[src/rtl/lilme_host_seq.sv]
// ============================================================================
// Module   : lilme_host_seq
// Purpose  : Host-side command sequencer for the LILME 4x4 matrix engine.
//            Loads matrix A/B word streams into the engine, kicks off a
//            multiply, captures the engine result stream into a local
//            circular buffer and replays it to the host on request.
// Revision : 1.0  initial release
// ----------------------------------------------------------------------------
// Ports
//   clk, reset             clock (rising edge) / async active-high reset
//   cmd_valid/cmd_op       host command (0 load A, 1 load B, 2 multiply,
//                          3 read captured result); cmd_ready high in IDLE
//   wr_valid/wr_data       load-word stream; wr_ready high in LOAD
//   me_opcode, a_opcode,   engine controller / matrix control strobes
//   b_opcode, me_data      and engine data input
//   me_busy, me_rdata      engine busy flag and result data
//   rd_valid/rd_data       captured-result stream to host, rd_ready back
//   done, err              single-cycle completion / failure pulses
// ============================================================================
`default_nettype none

module lilme_host_seq #(
   parameter int DW      = 32,
   parameter int N_LOAD  = 16,
   parameter int N_OUT   = 64,
   parameter int TIMEOUT = 1024
) (
   input  logic          clk,
   input  logic          reset,
   input  logic          cmd_valid,
   input  logic [1:0]    cmd_op,
   output logic          cmd_ready,
   input  logic          wr_valid,
   input  logic [DW-1:0] wr_data,
   output logic          wr_ready,
   output logic [2:0]    me_opcode,
   output logic          a_opcode,
   output logic          b_opcode,
   output logic [DW-1:0] me_data,
   input  logic          me_busy,
   input  logic [DW-1:0] me_rdata,
   output logic          rd_valid,
   output logic [DW-1:0] rd_data,
   input  logic          rd_ready,
   output logic          done,
   output logic          err
);

   localparam int CW = $clog2((N_LOAD > N_OUT) ? N_LOAD : N_OUT);
   localparam int PW = (N_OUT > 1) ? $clog2(N_OUT) : 1;
   localparam int NW = $clog2(N_OUT + 1);
   localparam int TW = (TIMEOUT > 1) ? $clog2(TIMEOUT) : 1;

   localparam logic [2:0] c_ST_IDLE      = 3'd0;
   localparam logic [2:0] c_ST_LOAD      = 3'd1;
   localparam logic [2:0] c_ST_LOAD_WAIT = 3'd2;
   localparam logic [2:0] c_ST_ISSUE     = 3'd3;
   localparam logic [2:0] c_ST_CAPTURE   = 3'd4;
   localparam logic [2:0] c_ST_DRAIN     = 3'd5;

   localparam logic [2:0] c_OP_NOP    = 3'b000;
   localparam logic [2:0] c_OP_LOAD_A = 3'b010;
   localparam logic [2:0] c_OP_LOAD_B = 3'b011;
   localparam logic [2:0] c_OP_MUL    = 3'b101;

   logic [2:0]    r_state, w_next;
   logic          r_op_b;         // 1: current load targets matrix B
   logic [CW-1:0] r_cnt;          // load word counter / drain index k
   logic [TW-1:0] r_tmo;
   logic [PW-1:0] r_wptr, r_base;
   logic [NW-1:0] r_ncap;         // busy cycles captured, saturating at N_OUT
   logic          r_res_valid, r_seen_busy, r_done, r_err;
   logic [DW-1:0] r_buf [N_OUT];

   logic          w_accept, w_load_beat, w_load_last, w_wait_done;
   logic          w_cap_write, w_cap_done, w_timeout, w_rd_xfer;
   logic          w_drain_last, w_bad_rd;
   logic [PW:0]   w_rd_sum;
   logic [PW-1:0] w_rd_idx;

   // Read index = (base + k) mod N_OUT without requiring a power-of-two depth.
   assign w_rd_sum = {1'b0, r_base} + {1'b0, PW'(r_cnt)};
   assign w_rd_idx = (w_rd_sum >= (PW+1)'(N_OUT)) ? PW'(w_rd_sum - (PW+1)'(N_OUT))
                                                  : PW'(w_rd_sum);

   // ---------------------------------------------------------------- state
   always_ff @(posedge clk or posedge reset) begin
      if (reset) r_state <= c_ST_IDLE;
      else       r_state <= w_next;
   end

   // ----------------------------------------------------------- next state
   always_comb begin
      w_next       = r_state;
      w_accept     = 1'b0;
      w_load_beat  = 1'b0;
      w_load_last  = 1'b0;
      w_wait_done  = 1'b0;
      w_cap_write  = 1'b0;
      w_cap_done   = 1'b0;
      w_timeout    = 1'b0;
      w_rd_xfer    = 1'b0;
      w_drain_last = 1'b0;
      w_bad_rd     = 1'b0;
      case (r_state)
         c_ST_IDLE: begin
            if (cmd_valid) begin
               w_accept = 1'b1;
               case (cmd_op)
                  2'd0, 2'd1: w_next = c_ST_LOAD;
                  2'd2:       w_next = c_ST_ISSUE;
                  default: begin
                     if (r_res_valid) w_next   = c_ST_DRAIN;
                     else             w_bad_rd = 1'b1;
                  end
               endcase
            end
         end
         c_ST_LOAD: begin
            w_load_beat = wr_valid;
            if (wr_valid && (r_cnt == CW'(N_LOAD - 1))) begin
               w_load_last = 1'b1;
               w_next      = c_ST_LOAD_WAIT;
            end
         end
         c_ST_LOAD_WAIT: begin
            if (!me_busy) begin
               w_wait_done = 1'b1;
               w_next      = c_ST_IDLE;
            end else if (r_tmo == TW'(TIMEOUT - 1)) begin
               w_timeout = 1'b1;
               w_next    = c_ST_IDLE;
            end
         end
         c_ST_ISSUE: w_next = c_ST_CAPTURE;
         c_ST_CAPTURE: begin
            w_cap_write = me_busy;
            // Busy low before the engine ever went busy is still the
            // pre-start gap, not completion.
            if (!me_busy && r_seen_busy) begin
               w_cap_done = 1'b1;
               w_next     = c_ST_IDLE;
            end else if (r_tmo == TW'(TIMEOUT - 1)) begin
               w_timeout = 1'b1;
               w_next    = c_ST_IDLE;
            end
         end
         c_ST_DRAIN: begin
            w_rd_xfer = rd_ready;
            if (rd_ready && (r_cnt == CW'(N_OUT - 1))) begin
               w_drain_last = 1'b1;
               w_next       = c_ST_IDLE;
            end
         end
         default: w_next = c_ST_IDLE;
      endcase
   end

   // ------------------------------------------------------------- outputs
   always_comb begin
      cmd_ready = (r_state == c_ST_IDLE);
      wr_ready  = (r_state == c_ST_LOAD);
      rd_valid  = (r_state == c_ST_DRAIN);
      me_opcode = c_OP_NOP;
      a_opcode  = 1'b0;
      b_opcode  = 1'b0;
      me_data   = '0;
      rd_data   = '0;
      case (r_state)
         c_ST_LOAD: begin
            me_data = wr_data;
            if (wr_valid) begin
               me_opcode = r_op_b ? c_OP_LOAD_B : c_OP_LOAD_A;
               a_opcode  = !r_op_b;
               b_opcode  = r_op_b;
            end
         end
         c_ST_ISSUE: me_opcode = c_OP_MUL;
         c_ST_DRAIN: rd_data   = r_buf[w_rd_idx];
         default: ;
      endcase
      done = r_done;
      err  = r_err;
   end

   // ------------------------------------------------------------ datapath
   always_ff @(posedge clk or posedge reset) begin
      if (reset) begin
         r_op_b      <= 1'b0;
         r_cnt       <= '0;
         r_tmo       <= '0;
         r_wptr      <= '0;
         r_base      <= '0;
         r_ncap      <= '0;
         r_res_valid <= 1'b0;
         r_seen_busy <= 1'b0;
         r_done      <= 1'b0;
         r_err       <= 1'b0;
      end else begin
         r_done <= w_wait_done | w_cap_done | w_drain_last;
         r_err  <= w_bad_rd | w_timeout | (w_cap_done && (r_ncap != NW'(N_OUT)));

         if (w_accept) begin
            r_op_b <= cmd_op[0];
            r_cnt  <= '0;
            r_tmo  <= '0;
         end

         if (w_load_beat)
            r_cnt <= w_load_last ? '0 : r_cnt + 1'b1;

         if (r_state == c_ST_ISSUE) begin
            r_res_valid <= 1'b0;
            r_seen_busy <= 1'b0;
            r_ncap      <= '0;
            r_tmo       <= '0;
         end

         if ((r_state == c_ST_LOAD_WAIT) || (r_state == c_ST_CAPTURE))
            r_tmo <= r_tmo + 1'b1;

         if (w_cap_write) begin
            r_wptr      <= (r_wptr == PW'(N_OUT - 1)) ? '0 : r_wptr + 1'b1;
            r_seen_busy <= 1'b1;
            if (r_ncap != NW'(N_OUT))
               r_ncap <= r_ncap + 1'b1;
         end

         // After wrap-around the write pointer sits on the oldest entry.
         if (w_cap_done) begin
            r_res_valid <= 1'b1;
            r_base      <= r_wptr;
         end

         if (w_timeout)
            r_res_valid <= 1'b0;

         if (w_rd_xfer)
            r_cnt <= w_drain_last ? '0 : r_cnt + 1'b1;
      end
   end

   // Result buffer: deliberately not reset, guarded by r_res_valid instead.
   always_ff @(posedge clk) begin
      if (w_cap_write)
         r_buf[r_wptr] <= me_rdata;
   end

endmodule

`default_nettype wire

[config.mk]
export PLATFORM = sky130hd
export DESIGN_NAME = lilme_host_seq
export DESIGN_NICKNAME = d
export VERILOG_FILES = /design/src/rtl/lilme_host_seq.sv
export SDC_FILE = /design/constraint.sdc
export NUM_CORES = 2
export LEC_CHECK = 0
export CAP_MARGIN = 20
export CORE_MARGIN = 10
export CORE_UTILIZATION = 60
export CTS_CLUSTER_DIAMETER = 50
export DETAILED_ROUTE_END_ITERATION = 8
export PLACE_DENSITY = 0.73
export RECOVER_POWER = 50
export SETUP_SLACK_MARGIN = 0.05
export SYNTH_ARGS = -nofsm -noshare
export SYNTH_HDL_FRONTEND = slang
export SYNTH_SLANG_ARGS = --single-unit
[constraint.sdc]
create_clock -name clk -period 6 [get_ports clk]
set_clock_uncertainty 0.1 [all_clocks]
set_input_delay 0.6 -clock clk [delete_from_list [all_inputs] [get_ports clk]]
set_output_delay 0.6 -clock clk [all_outputs]
set_load 0.005 [all_outputs]
# Yosys cells after proc, flatten, opt, wreduce, memory -nomap -nowiden
# Memories as Yosys holds them, arrays and structs flattened.
# Index checks and enable logic that the tools add are counted.
[op_classes]
order_cmp = 1
bitwise_logic = 4
addsub = 6
mux = 58
n_eq_ne = 16
reduce_logical = 16
[op_table]
columns = ["operator", "n"]
rows = [
  ["$mux W32", 2],
  ["$mux W6", 7],
  ["$mux W1", 31],
  ["$mux W10", 3],
  ["$mux W3", 7],
  ["$mux W7", 3],
  ["$pmux W3 S6", 1],
  ["$add A6 B1 Y6 const B", 2],
  ["$eq A6 B6 Y1 const B", 2],
  ["$pmux W3 S2", 2],
  ["$add A10 B1 Y10 const B", 1],
  ["$eq A10 B10 Y1 const B", 1],
  ["$reduce_bool A3 Y1", 3],
  ["$add A6 B6 Y7", 1],
  ["$add A7 B1 Y7 const B", 1],
  ["$ge A7 B7 Y1 const B", 1],
  ["$ne A7 B7 Y1 const B", 1],
  ["$eq A3 B2 Y1 const B", 2],
  ["$eq A3 B3 Y1 const B", 2],
  ["$eq A6 B4 Y1 const B", 1],
  ["$sub A6 B1 Y6 const B", 1],
  ["$logic_and A1 B1 Y1", 4],
  ["$ne A2 B1 Y1 const B", 2],
  ["$ne A4 B1 Y1 const B", 1],
  ["15 further kinds", 19],
]
[word_totals]
reg_bits = 43
memories = 1
ram_bits = 2048
output_inout_bits = 74
word_cells = 113
[mem_list]
columns = ["name", "depth", "width", "rd", "rd_ports_with_merged_regs", "write_ports", "line_no", "source"]
rows = [
  ["r_buf", 64, 32, 1, 0, 1, "73", "logic [DW-1:0] r_buf [N_OUT];"],
]

# Logic depth before layout (Yosys ltp)
[logic_depth]
word_depth = 7
depth_mapped = 12

# Worst setup path after synthesis
# No wires, ideal clock.
[synth_path]
path_kind = "register -> register"
startpoint = "register r_state[1]"
endpoint = "memory r_buf[59][0] (enable)"
path_slack_ns = 2.522
setup_time_ns = 0.421
t_arrival_ns = 2.957
path_stages_with_launch = 8
t_required_ns = 5.479
path_cell_list = "dfrtp_1 clkbuf_1 nor2_1 and3_1 buf_2 nor2b_1 nand3_1 nor2_1"
[synth_between]
elab_chain_len = 4
[synth_rtl]
columns = ["item", "line_no", "source"]
rows = [
  ["start: declaration", "66", "logic [2:0] r_state, w_next;"],
  ["start signal: assignment", "88", "if (reset) r_state <= c_ST_IDLE;"],
  ["start signal: assignment", "89", "else r_state <= w_next;"],
  ["$eq A3 B3 Y1", "105", "case (r_state)"],
  ["$mux W1", "105", ""],
  ["$mux W1", "245", "if (w_cap_write)"],
  ["$mux W1 (implied by the code)", "246", "r_buf[r_wptr] <= me_rdata;"],
  ["end: declaration", "73", ""],
]
# Every way passes these cells.

# Worst setup path in the final report
[layout_path]
startpoint = "register r_cnt[1]"
endpoint = "output port rd_data[12]"
[layout_between]
elab_chain_len = 5
word_cells_on_any_way = 6
cone_classes = "add/sub (2); order compare (1); mux (2); memory (1)"
[layout_rtl]
columns = ["item", "line_no", "source"]
rows = [
  ["start: declaration", "68", "logic [CW-1:0] r_cnt;"],
  ["start signal: assignment", "210", "r_cnt <= w_load_last ? '0 : r_cnt + 1'b1;"],
  ["start signal: assignment", "239", "r_cnt <= w_drain_last ? '0 : r_cnt + 1'b1;"],
  ["$add A6 B6 Y7 (*)", "82", "assign w_rd_sum = {1'b0, r_base} + {1'b0, PW'(r_cnt)};"],
  ["$sub A6 B1 Y6 / $ge A7 B7 Y1 (equally long branches)", "83", "assign w_rd_idx = (w_rd_sum >= (PW+1)'(N_OUT)) ? PW'(w_rd_sum - (PW+1)'(N_OUT))"],
  ["$mux W6 (*)", "83", ""],
  ["$mem_v2 Z64 W32 (*)", "--", ""],
  ["$mux W32 (*)", "169", "case (r_state)"],
  ["end: declaration", "43", "output logic [DW-1:0] rd_data,"],
]
# Mark *: on every way between the ends. The rest lies on a longest branch, timed or not.

==> flow_summary_export.csv <==
group,metric,value,unit
floorplanning,fp.dieH,388,µm
worst_setup_path,reg2reg_slack,1.31,ns
pwr,internal-power,32.8,mW
status,violations,"max-capacitance violations, max-slew violations",
pwr,p_leak,29.4,nW
worst_setup_path,crit_buf_inv,2,
final_layout,fillers,7995,
synth,synth_most_common_cell,"edfxtp_1",
clocking,cts_htree_levels,4,
clocking,cts_root_buf,"clkbuf_16",
floorplanning,core-area,134000,µm²
grt,antenna_found_initial,18,
worst_setup_path,path_max_fanout,15,
detailed_routing,wl_per_cell,33.4,µm
placement,io_buffers,145,
timing,slew_headroom,-0.712,
synth,syn_area_per_cell,20.9,µm²
pwr,clock_power_share,0.252,
timing,worst_pin_slew,2.57,ns
pwr,netSwitchingFraction,0.333,
final_layout,multi_input_area,18200,µm²
timing,finalCriticalPeriod,5.82,ns
grt,grt-ovfl-total,0,
clocking,path_clk_slew,0.06,ns
grt,grt_pass1_wl,297000,µm
synth,ys.warnings.count,0,
worst_setup_path,required,5.30,ns
worst_setup_path,cp.arrival,5.12,ns
pwr,finalPower,49.1,mW
final_layout,layout.nets,4336,
pwr,vdd.ir_drop.worst,0.000553,V
synth,syn-cell-area,81300,µm²
pwr,p_sw,16.4,mW
floorplanning,core.rowCount,134,
floorplanning,ioPinCount,146,
worst_setup_path,max_stage_delay,0.77,ns
synth,synth_top_area_share,0.757,
pwr,comb_power_share,0.416,
detailed_routing,via_count,41900,
synth,synth_largest_area_cell,"edfxtp_1",
placement,gp_congestion,0.835,
clocking,cts_buffers,202,
grt,grt_pass1_vias,41800,
timing,hold_slack,0.0762,ns
detailed_routing,vias_per_cell,6.78,
synth,syn_nets,3976,
clocking,cts_tree,"yes",
status,outcome,"complete, but fails checks",
worst_setup_path,slowest_stage,"mux2i_1",
placement,placed_cells_incl_taps,5775,
detailed_routing,first_pass_iters,5,
placement,dpl.hpwl,116000,µm
flow_run,drv_cap,31,
synth,synth-main-ff-cell,"edfxtp_1",
worst_setup_path,start_kind,"flip-flop",
clocking,cts.sinks,2091,
clocking,cts_buffer_depth,3,
timing,rsz0062_at_grt,"no",
worst_setup_path,critical_path.endpoint_type,"primary output",
synth,netlist_top_cells_count,"edfxtp_1, mux4_2, nand2_1",
timing,setup-tns-final,0,ns
final_layout,fin_cells,6189,
detailed_routing,routed_wl,206000,µm
detailed_routing,ant_nets,0,
synth,synth.distinct_cells,47,
hold_path,hp-class,"in -> reg",
floorplanning,fp.dieW,388,µm
pwr,power_density,529,nW/µm²
timing,fmax,172,MHz
synth,synth-seq-cells,2091,
floorplanning,die_area,151000,µm²
final_layout,regArea,62600,µm²
worst_setup_path,path_cells,"ha_1, a211oi_1, o21bai_1, a21o_1, mux2i_1, nor2_4, buf_4, a22oi_1, nand2_1, clkdlybuf4s50_1",
floorplanning,start_util,0.607,
clocking,clkLatencyLatePin,0.83,ns
worst_setup_path,path_delay_family,"compound AO/OA/AOI/OAI gates",
synth,synth_area_leaders,"edfxtp_1, mux4_2, nand2_1, dfrtp_1, and2_1",
final_layout,layout-drive-gt1-share,0.245,
synth,synth_edf_count,2048,
detailed_routing,drt_iter0_drc,5699,
detailed_routing,drc,0,
synth,synth-seq-area-share,0.770,
grt,grt_start_max_net_pins,85,
synth,synthArstFlopShare,0.0206,
timing,setup_viol,0,
timing,hold_viol_final,0,
final_layout,area_delta_synth_final,14.2,%
pwr,p_seq_frac,0.332,
grt,grt_usage,0.272,
timing,post-route-period-util,0.970,
synth,netlist_instances,3893,
timing,drv_slew,1647,
worst_setup_path,crit_type,"reg -> out",
state kept, by name, indices dropped and copies added (netlist names):
signal and cells:
done 1, err 1, r_base 6, r_buf 2048, r_cnt 6, r_ncap 7
r_op_b 1, r_res_valid 1, r_seen_busy 1, r_state 3, r_tmo 10, r_wptr 6
kinds of logic after synthesis:
group | share of synthesized area
buffers and inverters | 0.0141
flip-flops | 0.770
AND/OR/NAND/NOR | 0.0361
multiplexers | 0.145
XOR/XNOR | 0.00128
adder cells (fa/ha/maj) | 0.00179
AO/OA/AOI/OAI | 0.0313
layer usage:
layer | routed length, µm | track usage | up-vias
met1 | 76000 | 0.377 | 22100
met5 | 46 | 0 | -
met2 | 102000 | 0.441 | 2576
met4 | 5770 | 0.0835 | 6
li1 | - | - | 16900
met3 | 22200 | 0.0567 | 383
cell usage in the layout, fill, tap and decap left out, types with 21 or more instances in the layout:
master           netlist  final
a22oi_1               64     55
edfxtp_1            2048   2048
clkdlybuf4s50_1        0    110
nor2_1                89     21
nand2_1              321    321
clkbuf_1             115    111
mux4_2               512    512
o21ai_0               32     32
and2_1               158    156
clkbuf_16              0    207
dfrtp_1               43     43
mux2i_1               24     23
buf_4                 20    156
a211oi_1             123    123
a31oi_1              124    124
buf_12                 0     38
clkinv_1               0     46
clkinv_2               0     37
nor2_4                 0     68
what timing repair did:
item	in CTS	in global routing
endpoints found under the hold margin	1	35
endpoints found under the setup margin	6	10
hold buffers	1	6
buffers inserted	4	0
resized for setup	1	11
pin swaps	1	0
power by group through the flow:
| stage | Clock, mW | Combinational [mW] | Sequential, mW |
|---|---|---|---|
| after global placement | 0 | 20.0 | 16.6 |
| after floorplan | 0 | 14.1 | 16.5 |
| after global routing | 13.1 | 21.8 | 16.3 |
| after detailed placement | 0 | 20.2 | 16.6 |
| after CTS | 12.5 | 20.5 | 16.3 |
| final | 12.4 | 20.4 | 16.3 |
final timing paths:
| check | start | to | cells after the start |
|---|---|---|---|
| min in group asynchronous | reset | done | 3 |
| min | me_rdata[22] | r_buf[10][22] | 1 |
| min reg2reg | r_base[4] | r_base[4] | 2 |
| max reg2reg | r_state[0] | r_buf[7][0] | 6 |
| max in group asynchronous | reset | r_wptr[2] | 4 |
| max | r_cnt[1] | rd_data[12] | 10 |
cell type report:
class / count / share of cell area
sequential: 2091 / 0.674
multi-input combinational: 1567 / 0.196
clock buffer: 256 / 0.0580
timing repair buffer: 381 / 0.0369
tap: 1768 / 0.0238
clock inverter: 115 / 0.0112
inverter: 10 / 0.000404
antenna: 1 / 0.0000270
through the flow:
stage	setup WS (ns)	instance area, µm²	util
floorplan	2.52	81300	-
global placement	0.815	86100	0.643
detailed placement	0.812	86200	0.643
CTS	0.0687	92600	0.692
global route	0.0441	92800	0.693
finish	0.178	92800	0.693
(Power assumes the default switching activity.)
